File: src/rtl/deconvolve.sv
// Streaming deconvolution: recovers x from y = x conv h by forward substitution,
// one multiply-subtract per tap and a 48-step restoring divide per sample.
module deconvolve #(
    parameter int N = 1,
    parameter int M = 2
) (
    input  logic                clk,
    input  logic                rst,
    input  logic                start,
    input  logic [M-1:0][15:0]  arr_M,
    input  logic                in_valid,
    output logic                in_ready,
    input  logic [31:0]         in_data,
    output logic                out_valid,
    input  logic                out_ready,
    output logic [15:0]         out_data,
    output logic                out_last,
    output logic                busy,
    output logic                done,
    output logic                err
);

    localparam int IW = $clog2(N + M) + 1;
    localparam int KW = $clog2(M) + 1;
    localparam logic [IW-1:0] LAST_X = IW'(N - 1);
    localparam logic [IW-1:0] NUM_X  = IW'(N);
    localparam logic [IW-1:0] LAST_Y = IW'(N + M - 2);
    localparam logic [KW-1:0] LAST_K = KW'(M - 1);

    typedef enum logic [2:0] {IDLE, WAIT_IN, MAC, DIV, OUT, CHECK, DONE} state_t;

    state_t             state_q, state_d;
    logic [IW-1:0]      i_q, i_d;
    logic [KW-1:0]      k_q, k_d;
    logic [5:0]         cnt_q, cnt_d;
    logic [47:0]        acc_q, acc_d;
    logic [47:0]        dq_q, dq_d;
    logic [15:0]        rem_q, rem_d;
    logic               neg_q, neg_d;
    logic               err_q, err_d;
    logic [15:0]        xout_q, xout_d;
    logic signed [15:0] h_q [M];
    logic signed [15:0] h_d [M];
    // hist_q[j] holds x[i-1-j]; zero where that sample is out of range
    logic signed [15:0] hist_q [M-1];
    logic signed [15:0] hist_d [M-1];

    logic signed [15:0] h_sel, x_sel;
    logic signed [31:0] prod;
    logic [16:0]        dmag, rem_sh;
    logic [47:0]        dq_sh;
    logic [15:0]        q_sat;
    logic               sat;

    always_comb begin
        state_d = state_q;
        i_d     = i_q;
        k_d     = k_q;
        cnt_d   = cnt_q;
        acc_d   = acc_q;
        dq_d    = dq_q;
        rem_d   = rem_q;
        neg_d   = neg_q;
        err_d   = err_q;
        xout_d  = xout_q;
        h_d     = h_q;
        hist_d  = hist_q;
        h_sel   = '0;
        x_sel   = '0;
        q_sat   = '0;
        sat     = 1'b0;

        for (int k = 1; k < M; k++) begin
            if (k_q == KW'(k)) begin
                h_sel = h_q[k];
                x_sel = hist_q[k-1];
            end
        end
        prod = h_sel * x_sel;

        dmag   = h_q[0][15] ? (17'd0 - {1'b1, h_q[0]}) : {1'b0, h_q[0]};
        rem_sh = {rem_q, dq_q[47]};
        dq_sh  = {dq_q[46:0], 1'b0};

        case (state_q)
            IDLE: begin
                if (start) begin
                    for (int k = 0; k < M; k++) h_d[k] = arr_M[k];
                    for (int j = 0; j < M - 1; j++) hist_d[j] = '0;
                    i_d     = '0;
                    acc_d   = '0;
                    err_d   = (arr_M[0] == 16'd0);
                    state_d = (arr_M[0] == 16'd0) ? DONE : WAIT_IN;
                end
            end
            WAIT_IN: begin
                if (in_valid) begin
                    acc_d   = {{16{in_data[31]}}, in_data};
                    k_d     = KW'(1);
                    state_d = MAC;
                end
            end
            MAC: begin
                acc_d = acc_q - {{16{prod[31]}}, prod};
                k_d   = k_q + KW'(1);
                if (k_q == LAST_K) begin
                    if (i_q < NUM_X) begin
                        dq_d    = acc_d[47] ? (48'd0 - acc_d) : acc_d;
                        rem_d   = '0;
                        cnt_d   = '0;
                        neg_d   = acc_d[47] ^ h_q[0][15];
                        state_d = DIV;
                    end else begin
                        state_d = CHECK;
                    end
                end
            end
            DIV: begin
                if (rem_sh >= dmag) begin
                    rem_d = 16'(rem_sh - dmag);
                    dq_d  = dq_sh | 48'd1;
                end else begin
                    rem_d = rem_sh[15:0];
                    dq_d  = dq_sh;
                end
                cnt_d = cnt_q + 6'd1;
                if (cnt_q == 6'd47) begin
                    // dq_d is now the quotient magnitude; apply sign and clamp
                    if (!neg_q) begin
                        sat   = (dq_d > 48'd32767);
                        q_sat = sat ? 16'h7fff : dq_d[15:0];
                    end else begin
                        sat   = (dq_d > 48'd32768);
                        q_sat = sat ? 16'h8000 : 16'(~dq_d[15:0] + 16'd1);
                    end
                    xout_d = q_sat;
                    err_d  = err_q | sat | (rem_d != 16'd0);
                    for (int j = M - 2; j > 0; j--) hist_d[j] = hist_q[j-1];
                    hist_d[0] = q_sat;
                    state_d   = OUT;
                end
            end
            OUT: begin
                if (out_ready) begin
                    i_d     = i_q + IW'(1);
                    state_d = WAIT_IN;
                end
            end
            CHECK: begin
                if (acc_q != 48'd0) err_d = 1'b1;
                for (int j = M - 2; j > 0; j--) hist_d[j] = hist_q[j-1];
                hist_d[0] = '0;
                i_d       = i_q + IW'(1);
                state_d   = (i_q == LAST_Y) ? DONE : WAIT_IN;
            end
            DONE: begin
                state_d = IDLE;
            end
            default: state_d = IDLE;
        endcase
    end

    always_ff @(posedge clk or posedge rst) begin
        if (rst) begin
            state_q <= IDLE;
            i_q     <= '0;
            k_q     <= '0;
            cnt_q   <= '0;
            acc_q   <= '0;
            dq_q    <= '0;
            rem_q   <= '0;
            neg_q   <= 1'b0;
            err_q   <= 1'b0;
            xout_q  <= '0;
            for (int k = 0; k < M; k++) h_q[k] <= '0;
            for (int j = 0; j < M - 1; j++) hist_q[j] <= '0;
        end else begin
            state_q <= state_d;
            i_q     <= i_d;
            k_q     <= k_d;
            cnt_q   <= cnt_d;
            acc_q   <= acc_d;
            dq_q    <= dq_d;
            rem_q   <= rem_d;
            neg_q   <= neg_d;
            err_q   <= err_d;
            xout_q  <= xout_d;
            h_q     <= h_d;
            hist_q  <= hist_d;
        end
    end

    assign in_ready  = (state_q == WAIT_IN);
    assign out_valid = (state_q == OUT);
    assign out_last  = (state_q == OUT) && (i_q == LAST_X);
    assign out_data  = xout_q;
    assign busy      = (state_q != IDLE);
    assign done      = (state_q == DONE);
    assign err       = err_q;

endmodule

File: config.mk
export PLATFORM = sky130hd
export DESIGN_NAME = deconvolve
export DESIGN_NICKNAME = d
export VERILOG_FILES = /design/src/rtl/deconvolve.sv
export SDC_FILE = /design/constraint.sdc
export NUM_CORES = 1
export LEC_CHECK = 0
export BUFFER_PORTS_ARGS = -buffer_cell sky130_fd_sc_hd__buf_2
export CAP_MARGIN = 0
export CORE_UTILIZATION = 55
export DETAILED_ROUTE_END_ITERATION = 16
export GPL_ROUTABILITY_DRIVEN = 0
export PLACE_DENSITY = 0.73
export SLEW_MARGIN = 40
export SYNTH_ARGS = -nofsm -noshare
export SYNTH_HDL_FRONTEND = slang
export SYNTH_SLANG_ARGS = --single-unit
File: constraint.sdc
create_clock -name clk -period 16.32 [get_ports clk]
set_clock_uncertainty 0.2 [all_clocks]
set_input_delay 1.632 -clock clk [delete_from_list [all_inputs] [get_ports clk]]
set_output_delay 1.632 -clock clk [all_outputs]
set_load 0.02 [all_outputs]
# After elaboration in Yosys (flattened, before gate mapping)
# Cells that the tools add are included.
[word_totals]
register_bits = 192
input_bits = 69
out_inout_bits = 22
word_cells = 115
[op_classes]
addsub = 8
n_mul = 1
n_lt_le_gt_ge = 4
n_eq_ne = 16
n_mux = 47
bitwise = 4
n_reduce_logical = 22
[op_table]
columns = ["operator", "n"]
rows = [
  ["48-bit two-way mux", 6],
  ["16-bit two-way mux", 11],
  ["48-bit case mux with 3 select lines", 1],
  ["48-bit case mux with 2 select lines", 1],
  ["48-bit by 15-bit greater-than comparator with 1-bit output, second input constant", 1],
  ["48-bit by 16-bit greater-than comparator with 1-bit output, second input constant", 1],
  ["16-bit case mux with 3 select lines", 1],
  ["48-bit nonzero test", 1],
  ["1-bit by 48-bit subtractor with 48-bit output, first input constant", 1],
  ["48-bit subtractor", 1],
  ["16-bit by 16-bit multiplier with 32-bit output", 1],
  ["16-bit case mux with 2 select lines", 1],
  ["3-bit two-way mux", 10],
  ["3-bit case mux with 6 select lines", 1],
  ["17-bit >= comparator", 1],
  ["17-bit two-way mux", 1],
  ["1-bit by 17-bit subtractor with 17-bit output, first input constant", 1],
  ["16-bit by 1-bit adder with 16-bit output, second input constant", 1],
  ["16-bit zero test", 1],
  ["16-bit inverter", 1],
  ["16-bit nonzero test", 1],
  ["16-bit subtractor", 1],
  ["3-bit AND reduction", 5],
  ["6-bit two-way mux", 2],
  ["other kinds (26)", 49],
]

# Longest topological paths before layout
# Gate-level depths: netlist of the first run.
[depth]
ltp_word = 13
depth_mapped = 48
ltp_nobuf = 41

# Worst setup path after synthesis of the first run
# No wires, ideal clock.
[synth_path]
path_type = "reg2reg"
startpoint = "register k_q[1]"
endpoint = "register dq_q[46]"
setup_time_ps = 66
arrival_ps = 9903
required_time_ps = 16054
path_slack_ps = 6151
path_stages_with_launch = 40
n_path_buf = 4
period_less_slack_ps = 10169
path_cell_list = "dfrtp_1 inv_1 ha_1 clkbuf_1 clkbuf_1 and2_1 clkbuf_1 nand2_1 fa_1 fa_1 fa_1 inv_1 fa_1 fa_1 inv_1 fa_1 inv_1 ha_1 (+4 left out) o21a_1 o21a_1 o21a_1 o21a_1 or2_2 ha_1 and4_1 clkbuf_1 a211oi_1 or4_1 nand3_1 a211oi_2 a2bb2o_2 xor2_1 nor4_4 nand3_2 o41a_1 nand2_1"
[synth_via]
elab_chain_cells = 9
elab_cells_between_ends = 12
classes_between = "add/sub: 2; mul: 1; eq/ne: 2; mux: 6; reduce/logical: 1"
[synth_rtl]
columns = ["element", "line_no", "source"]
rows = [
  ["from (decl)", "34", "logic [KW-1:0] k_q, k_d;"],
  ["from (signal assigned)", "180", "k_q <= k_d;"],
  ["2-bit by 1-bit == test with 1-bit output *", "74, 106", ""],
  ["16-bit two-way mux", "74", "if (k_q == KW'(k)) begin"],
  ["16-bit by 16-bit multiplier with 32-bit output", "79", "prod = h_sel * x_sel;"],
  ["48-bit subtractor", "104", "acc_d = acc_q - {{16{prod[31]}}, prod};"],
  ["1-bit by 48-bit subtractor with 48-bit output", "108", "dq_d = acc_d[47] ? (48'd0 - acc_d) : acc_d;"],
  ["48-bit two-way mux", "108", ""],
  ["48-bit two-way mux", "107", "if (i_q < NUM_X) begin"],
  ["48-bit two-way mux", "106", "if (k_q == LAST_K) begin"],
  ["48-bit case mux with 2 select lines", "85", "case (state_q)"],
  ["to (signal assigned)", "183", "dq_q <= dq_d;"],
  ["to (decl)", "37", "logic [47:0] dq_q, dq_d;"],
]
# Every way passes the cells marked *; elsewhere a longest branch is shown, timed or not. The select of a mux whose other input is x is not followed.
# A chain may end at the register's enable or synchronous reset.

# Worst setup path after layout of the first run
# Same ends and word-level chain as after synthesis.

==> results.sh, run 1 <==
export IMPL_place_hpwl_um=53300
export IMPL_drt_pass1_iter_count=6
export IMPL_syn_inst=2819
export IMPL_ant_nets=0
export IMPL_crit_slowest_cell="and2_0"
export IMPL_critical_path_class="reg -> reg"
export IMPL_synth_cell_types=115
export IMPL_async_flop_share=1.00
export IMPL_cts_buffers=17
export IMPL_n_antenna_cell=0
export IMPL_cts_sinks=192
export IMPL_drive_gt1_frac=0.0876
export IMPL_area_growth_syn_to_layout_pct=5.75
export IMPL_routedWlPerCell_um=20.1
export IMPL_drt_iter0_markers=2086
export IMPL_via_per_inst=6.18
export IMPL_clk_latency_ps=490
export IMPL_cts_hold_buf=0
export IMPL_synth_top_cell_area_share=0.217
export IMPL_syn_area_per_cell_um2=8.63
export IMPL_synth_top_family_by_area="adder cells"
export IMPL_yosys_area_share_simple=0.189
export IMPL_path_clk_slew_ps=80
export IMPL_p_switching_uw=2260
export IMPL_slew_viol_final=0
export IMPL_die_area_um2=45100
export IMPL_port_buffers=90
export IMPL_yosys_most_used_dff="dfrtp_1"
export IMPL_totalWireLength_um=68300
export IMPL_clockBufferDepth=2
export IMPL_setup_violations_final=0
export IMPL_muxShareOfSynthArea=0.0243
export IMPL_num_rows=76
export IMPL_cell_internal_pwr_uw=1890
export IMPL_min_path_type="reg -> reg"
export IMPL_min_period_over_period=0.760
export IMPL_grt_pass1_vias=21100
export IMPL_grt_max_degree=86
export IMPL_start_util=0.561
export IMPL_synth_top_cell_by_area="fa_1"
export IMPL_yosys_top_cells_count="365 x inv_1, 264 x fa_1, 258 x nand2_1"
export IMPL_ys_seq_elements=192
export IMPL_synthAdderAreaFrac=0.289
export IMPL_worstSetupEndpointType="flip-flop"
export IMPL_max_slew_worst_pin_slew_ps=800
export IMPL_critPathRequiredTime_ps=16550
export IMPL_grt_usage=0.318
export IMPL_critPathMostFrequentCell="fa_1"
export IMPL_setup_tns_ps=0
export IMPL_cts_htree_levels=4
export IMPL_slew_headroom=0.467
export IMPL_p_leak_uw=0.0123
export IMPL_power_frac_seq=0.247
export IMPL_antenna_found_initial=1
export IMPL_crit_buf_inv=5
export IMPL_hold_viol=0
export IMPL_cpLargestDelayFamily="adder cells"
export IMPL_cpPeakStageDelay_ps=690
export IMPL_die_h_um=212
export IMPL_sw_frac_of_total=0.545
export IMPL_synth_edff_count=0
export IMPL_vias=21000
export IMPL_finalCriticalPeriod_ps=12410
export IMPL_cts_root_buffer="clkbuf_16"
export IMPL_combPwrFrac=0.649
export IMPL_synth_area_um2=24300
export IMPL_cts_setup_buffers=0
export IMPL_ir_worst_vdd_v=0.000214
export IMPL_worstPathMaxFanout=85
export IMPL_finalPower_uw=4160
export IMPL_die_x_um=212
export IMPL_post_cts_resized=0
export IMPL_fmax_mhz=80.6
export IMPL_synth_area_leaders="fa_1 22%, dfrtp_1 20%, ha_1 7.1%, inv_1 5.6%, nand2_1 4.0%"
export IMPL_max_cap_violations=0
export IMPL_grt_pass1_wl_um=112000
export IMPL_cts_tree="yes"
export IMPL_core_um2=43400
export IMPL_design_portCount=91
export IMPL_post_synth_top_count_cell="inv_1"
export IMPL_clock_power_share=0.105
export IMPL_gr_total_overflow=0
export IMPL_synthXorXnorAreaFrac=0.0501
export IMPL_seq_area_frac_synth=0.197
export IMPL_outcome="finished, final reports clean"
export IMPL_worstSetupStartpointType="flip-flop"
export IMPL_yosys_warnings=0
export IMPL_rsz0062_at_grt="no"
export IMPL_synth_compound_area_frac=0.168
export IMPL_synthesis_nets=3291
export IMPL_pwr_density_cell_nw_per_um2=161
export IMPL_fin_nets=3268
export IMPL_r2r_slack_ps=3910
export IMPL_drc_errors=0
export IMPL_worstPathArrival_ps=12640
-- cell type report --
| type | count | area [µm²] |
|---|---|---|
| Clock buffer | 20 | 457 |
| Clock inverter | 10 | 116 |
| Fill cell | 3839 | 17600 |
| Inverter | 368 | 1390 |
| Multi-Input combinational cell | 2108 | 17600 |
| Sequential cell | 192 | 4800 |
| Tap cell | 585 | 732 |
| Timing Repair Buffer | 109 | 637 |
-- power groups by stage --
| stage | Clock (µW) | Combinational (µW) | Sequential (µW) |
|---|---|---|---|
| 6_report | 435 | 2700 | 1020 |
| 5_1_grt | 456 | 2930 | 1050 |
| 4_1_cts | 440 | 2650 | 1010 |
| 3_5_place_dp | 0 | 2630 | 1020 |
| 3_3_place_gp | 0 | 2540 | 1010 |
| 2_1_floorplan | 0 | 2100 | 801 |
-- worst reg2reg max path, delay by kind of cell, from the launching register on --
kind,cells,cell delay (ps)
fa+ha+maj,9,4400
simple gates,10,3480
compound gates,12,2870
buf+inv,5,880
flops,1,360
xor+xnor,1,180
-- flip-flops by register name, summed over array words and instances (netlist names) --
name and cells:
acc_q 48, cnt_q 6, dq_q 48, err 1
h_q 32, hist_q 16, i_q 3, k_q 2
neg_q 1, out_data 16, rem_q 16, state_q 3
-- cell families after synthesis --
kind of cell,after synthesis
other,1
buffers and inverters,519
AND/OR/NAND/NOR,900
AO/OA/AOI/OAI,613
XOR/XNOR,136
adder cells (fa/ha/maj),403
multiplexers,55
flip-flops,192
-- metrics by stage --
step | hold slack, ps | area (µm²) | setup slack (ps) | instances | util
2_1_floorplan | 251 | 24300 | 6150 | 2819 | -
3_3_place_gp | 257 | 25100 | 4290 | 3360 | 0.579
3_5_place_dp | 265 | 25200 | 3990 | 3362 | 0.580
4_1_cts | 283 | 25700 | 3910 | 3392 | 0.593
5_1_grt | 299 | 25700 | 3140 | 3392 | 0.594
6_report | 277 | 25700 | 3910 | 3392 | 0.594
-- layout by cell type, fill, tap and decap left out, types with 7 or more instances in the layout --
master / count
inv_1: 364
fa_1: 264
nand2_1: 257
dfrtp_1: 192
nor2_1: 166
a21oi_1: 166
and3_1: 143
ha_1: 138
o21ai_0: 101
buf_2: 90
xnor2_1: 82
a22oi_1: 69
nand3_1: 64
xor2_1: 51
nor3_1: 47
o21ai_1: 46
nor4_1: 33
mux2_2: 32
a21o_1: 30
and2_1: 25
nand4_1: 25
or3_1: 24
mux2i_1: 23
nor2b_1: 21
o21a_1: 19
clkbuf_16: 17
a31oi_1: 16
buf_4: 16
nand2b_1: 14
o211ai_1: 14
a211oi_1: 14
o31ai_1: 14
or2_2: 13
o21bai_1: 8
o41ai_1: 8
and4_1: 7
nand3b_1: 7
-- metal layers --
| metal | vias up | wire [µm] | track usage | share of wire |
|---|---|---|---|---|
| met1 | 10400 | 27600 | 0.406 | 0.40 |
| met3 | 194 | 4270 | 0.0496 | 0.063 |
| met5 | - | 0 | 0 | 0 |
| li1 | 9572 | - | - | - |
| met2 | 839 | 33100 | 0.528 | 0.48 |
| met4 | 0 | 3350 | 0.154 | 0.049 |
-- path summary, 6_finish.rpt --
kind | startpoint | endpoint | cells after the start
worst max register to register | k_q[1] | dq_q[46] | 37
max in group asynchronous | rst | cnt_q[5] | 4
worst min-delay path | out_data[2] | out_data[2] | 2
worst max-delay path | k_q[1] | dq_q[46] | 37
worst min register to register | out_data[2] | out_data[2] | 2
min in group asynchronous | rst | acc_q[37] | 2
Note: power is estimated with default switching activity, not from simulation.
==> run 2: changes to the inputs <==
ABC_AREA = 1   (was not set)
PLACE_DENSITY = 0.76   (was 0.73)
clock period = 11.11 ns   (was 16.32 ns; I/O delays follow)
==> results.sh, run 2 <==
export IMPL_p_switching_uw=3160
export IMPL_antenna_found_initial=0
export IMPL_mostFrequentLayoutCells="844 x nand2_1, 597 x inv_1, 330 x nor2_1, 264 x fa_1, 192 x dfrtp_1"
export IMPL_critical_path_class="reg -> reg"
export IMPL_n_antenna_cell=0
export IMPL_drc_errors=0
export IMPL_slew_headroom=0.446
export IMPL_design_portCount=91
export IMPL_die_x_um=211
export IMPL_syn_inst=3276
export IMPL_drt_pass1_iter_count=6
export IMPL_worstSetupStartpointType="flip-flop"
export IMPL_worstSetupEndpointType="flip-flop"
export IMPL_routedWlPerCell_um=17.2
export IMPL_setup_tns_ps=0
export IMPL_fin_nets=3788
export IMPL_post_cts_resized=0
export IMPL_outcome="finished, final reports clean"
export IMPL_clockBufferDepth=2
export IMPL_synth_cell_types=58
export IMPL_yosys_warnings=0
export IMPL_synth_top_family_by_area="adder cells"
export IMPL_final_area_um2=25500
export IMPL_num_rows=76
export IMPL_cell_internal_pwr_uw=2480
export IMPL_cts_tree="yes"
export IMPL_ant_nets=0
export IMPL_grt_usage=0.322
export IMPL_synth_area_um2=23900
export IMPL_cpLargestDelayFamily="adder cells"
export IMPL_ys_seq_elements=192
export IMPL_crit_buf_inv=7
export IMPL_synthesis_nets=3748
export IMPL_clock_power_share=0.115
export IMPL_slew_viol_final=0
export IMPL_place_hpwl_um=53900
export IMPL_area_growth_syn_to_layout_pct=6.64
export IMPL_yosys_most_used_dff="dfrtp_1"
export IMPL_finalHoldWorstSlack_ps=275
export IMPL_drt_iter0_markers=1972
export IMPL_top_regs="acc_q x48, dq_q x48, h_q x32"
export IMPL_synth_edff_count=0
export IMPL_core_um2=43000
export IMPL_dpl_instance_area_um2=24900
export IMPL_crit_slowest_cell="fa_1"
export IMPL_drive_gt1_frac=0.0613
export IMPL_seq_area_frac_synth=0.201
export IMPL_port_buffers=90
export IMPL_synth_area_leaders="fa_1 22%, dfrtp_1 20%, nand2_1 13%, inv_1 9.4%, ha_1 7.3%"
export IMPL_fmax_mhz=96.5
export IMPL_die_h_um=211
export IMPL_muxShareOfSynthArea=0.000419
export IMPL_vias=21800
export IMPL_post_synth_top_count_cell="nand2_1"
export IMPL_rsz0062_at_grt="no"
export IMPL_synth_top_cell_area_share=0.221
export IMPL_worstPathArrival_ps=10550
export IMPL_combPwrFrac=0.651
export IMPL_totalWireLength_um=67300
export IMPL_cts_setup_buffers=0
export IMPL_syn_area_per_cell_um2=7.30
export IMPL_max_cap_violations=0
export IMPL_final_common_cell="nand2_1"
export IMPL_path_clk_slew_ps=80
export IMPL_pwr_density_cell_nw_per_um2=221
export IMPL_p_leak_uw=0.0136
export IMPL_cpPeakStageDelay_ps=590
export IMPL_r2r_slack_ps=740
export IMPL_critPathRequiredTime_ps=11290
export IMPL_multi_input_area_um2=16500
export IMPL_preCtsSetupSlack_ps=601
export IMPL_fillCellCount=3886
export IMPL_grt_pass1_wl_um=112000
export IMPL_min_period_over_period=0.933
export IMPL_start_util=0.556
export IMPL_setup_violations_final=0
export IMPL_critPathMostFrequentCell="nand2_1"
export IMPL_max_slew_worst_pin_slew_ps=829
export IMPL_grt_pass1_vias=21900
export IMPL_cts_hold_buf=0
export IMPL_finalCriticalPeriod_ps=10370
export IMPL_seq_area_um2=4800
export IMPL_ir_worst_vdd_v=0.000222
export IMPL_yosys_top_cells_count="845 x nand2_1, 598 x inv_1, 333 x nor2_1"
export IMPL_min_path_type="reg -> reg"
export IMPL_cts_htree_levels=4
export IMPL_grt_max_degree=79
export IMPL_synthXorXnorAreaFrac=0.0406
export IMPL_sw_frac_of_total=0.560
export IMPL_synth_top_cell_by_area="fa_1"
export IMPL_cts_buffers=17
export IMPL_synthAdderAreaFrac=0.294
export IMPL_yosys_area_share_simple=0.249
export IMPL_worst_slack_ps=743
export IMPL_cts_root_buffer="clkbuf_16"
export IMPL_final_core_util=0.593
export IMPL_hold_viol=0
export IMPL_worstPathMaxFanout=33
export IMPL_via_per_inst=5.58
export IMPL_gr_total_overflow=0
export IMPL_async_flop_share=1.00
export IMPL_synth_compound_area_frac=0.103
export IMPL_die_area_um2=44300
export IMPL_cts_sinks=192
export IMPL_clk_latency_ps=500
export IMPL_power_frac_seq=0.234
==> run 2: final timing paths <==
| kind | from | to | cells past startpoint |
|---|---|---|---|
| worst min-delay path | out_data[8] | out_data[8] | 2 |
| min in group asynchronous | rst | h_q[25] | 2 |
| max in group asynchronous | rst | acc_q[10] | 4 |
| worst min register to register | out_data[8] | out_data[8] | 2 |
| worst max register to register | k_q[1] | dq_q[39] | 46 |
| worst max-delay path | k_q[1] | dq_q[39] | 46 |
==> run 2: worst min-delay path, delay by kind of cell, from the launching register on <==
kind,cells,cell delay (ps)
DFF,1,340
and+or+nand+nor,2,100
==> run 2: kinds of logic after synthesis <==
family                   after synthesis
adder cells (fa/ha/maj)              403
buffers and inverters                706
XOR/XNOR                             110
AO/OA/AOI/OAI                        417
AND/OR/NAND/NOR                     1446
other                                  1
multiplexers                           1
flip-flops                           192
==> run 2: stage by stage <==
stage,power [µW],std cells
finish,5640,3914
global route,6140,3914
CTS,5570,3914
detailed placement,4890,3882
global placement,4780,3882
floorplan,3990,3276
==> run 2: metal layers <==
metal	share of wire	global-route usage
met5	0	0
met3	0.087	0.0624
met1	0.42	0.436
met2	0.45	0.506
met4	0.040	0.132
==> run 2: power groups by stage <==
stage	Clock (µW)	Combinational, µW	Sequential, µW
after floorplan	0	2850	1150
after global placement	0	3480	1300
after CTS	660	3600	1300
after detailed placement	0	3580	1310
after global routing	685	4100	1350
final	646	3670	1320
==> run 2: final cells by class <==
type                    count  share of cell area
clock inverters            13             0.00579
repair buffers            108              0.0231
inverters                 619              0.0915
clock buffers              19              0.0174
flip-flops and latches    192               0.188
multi-input cells        2378               0.645
well taps                 585              0.0287
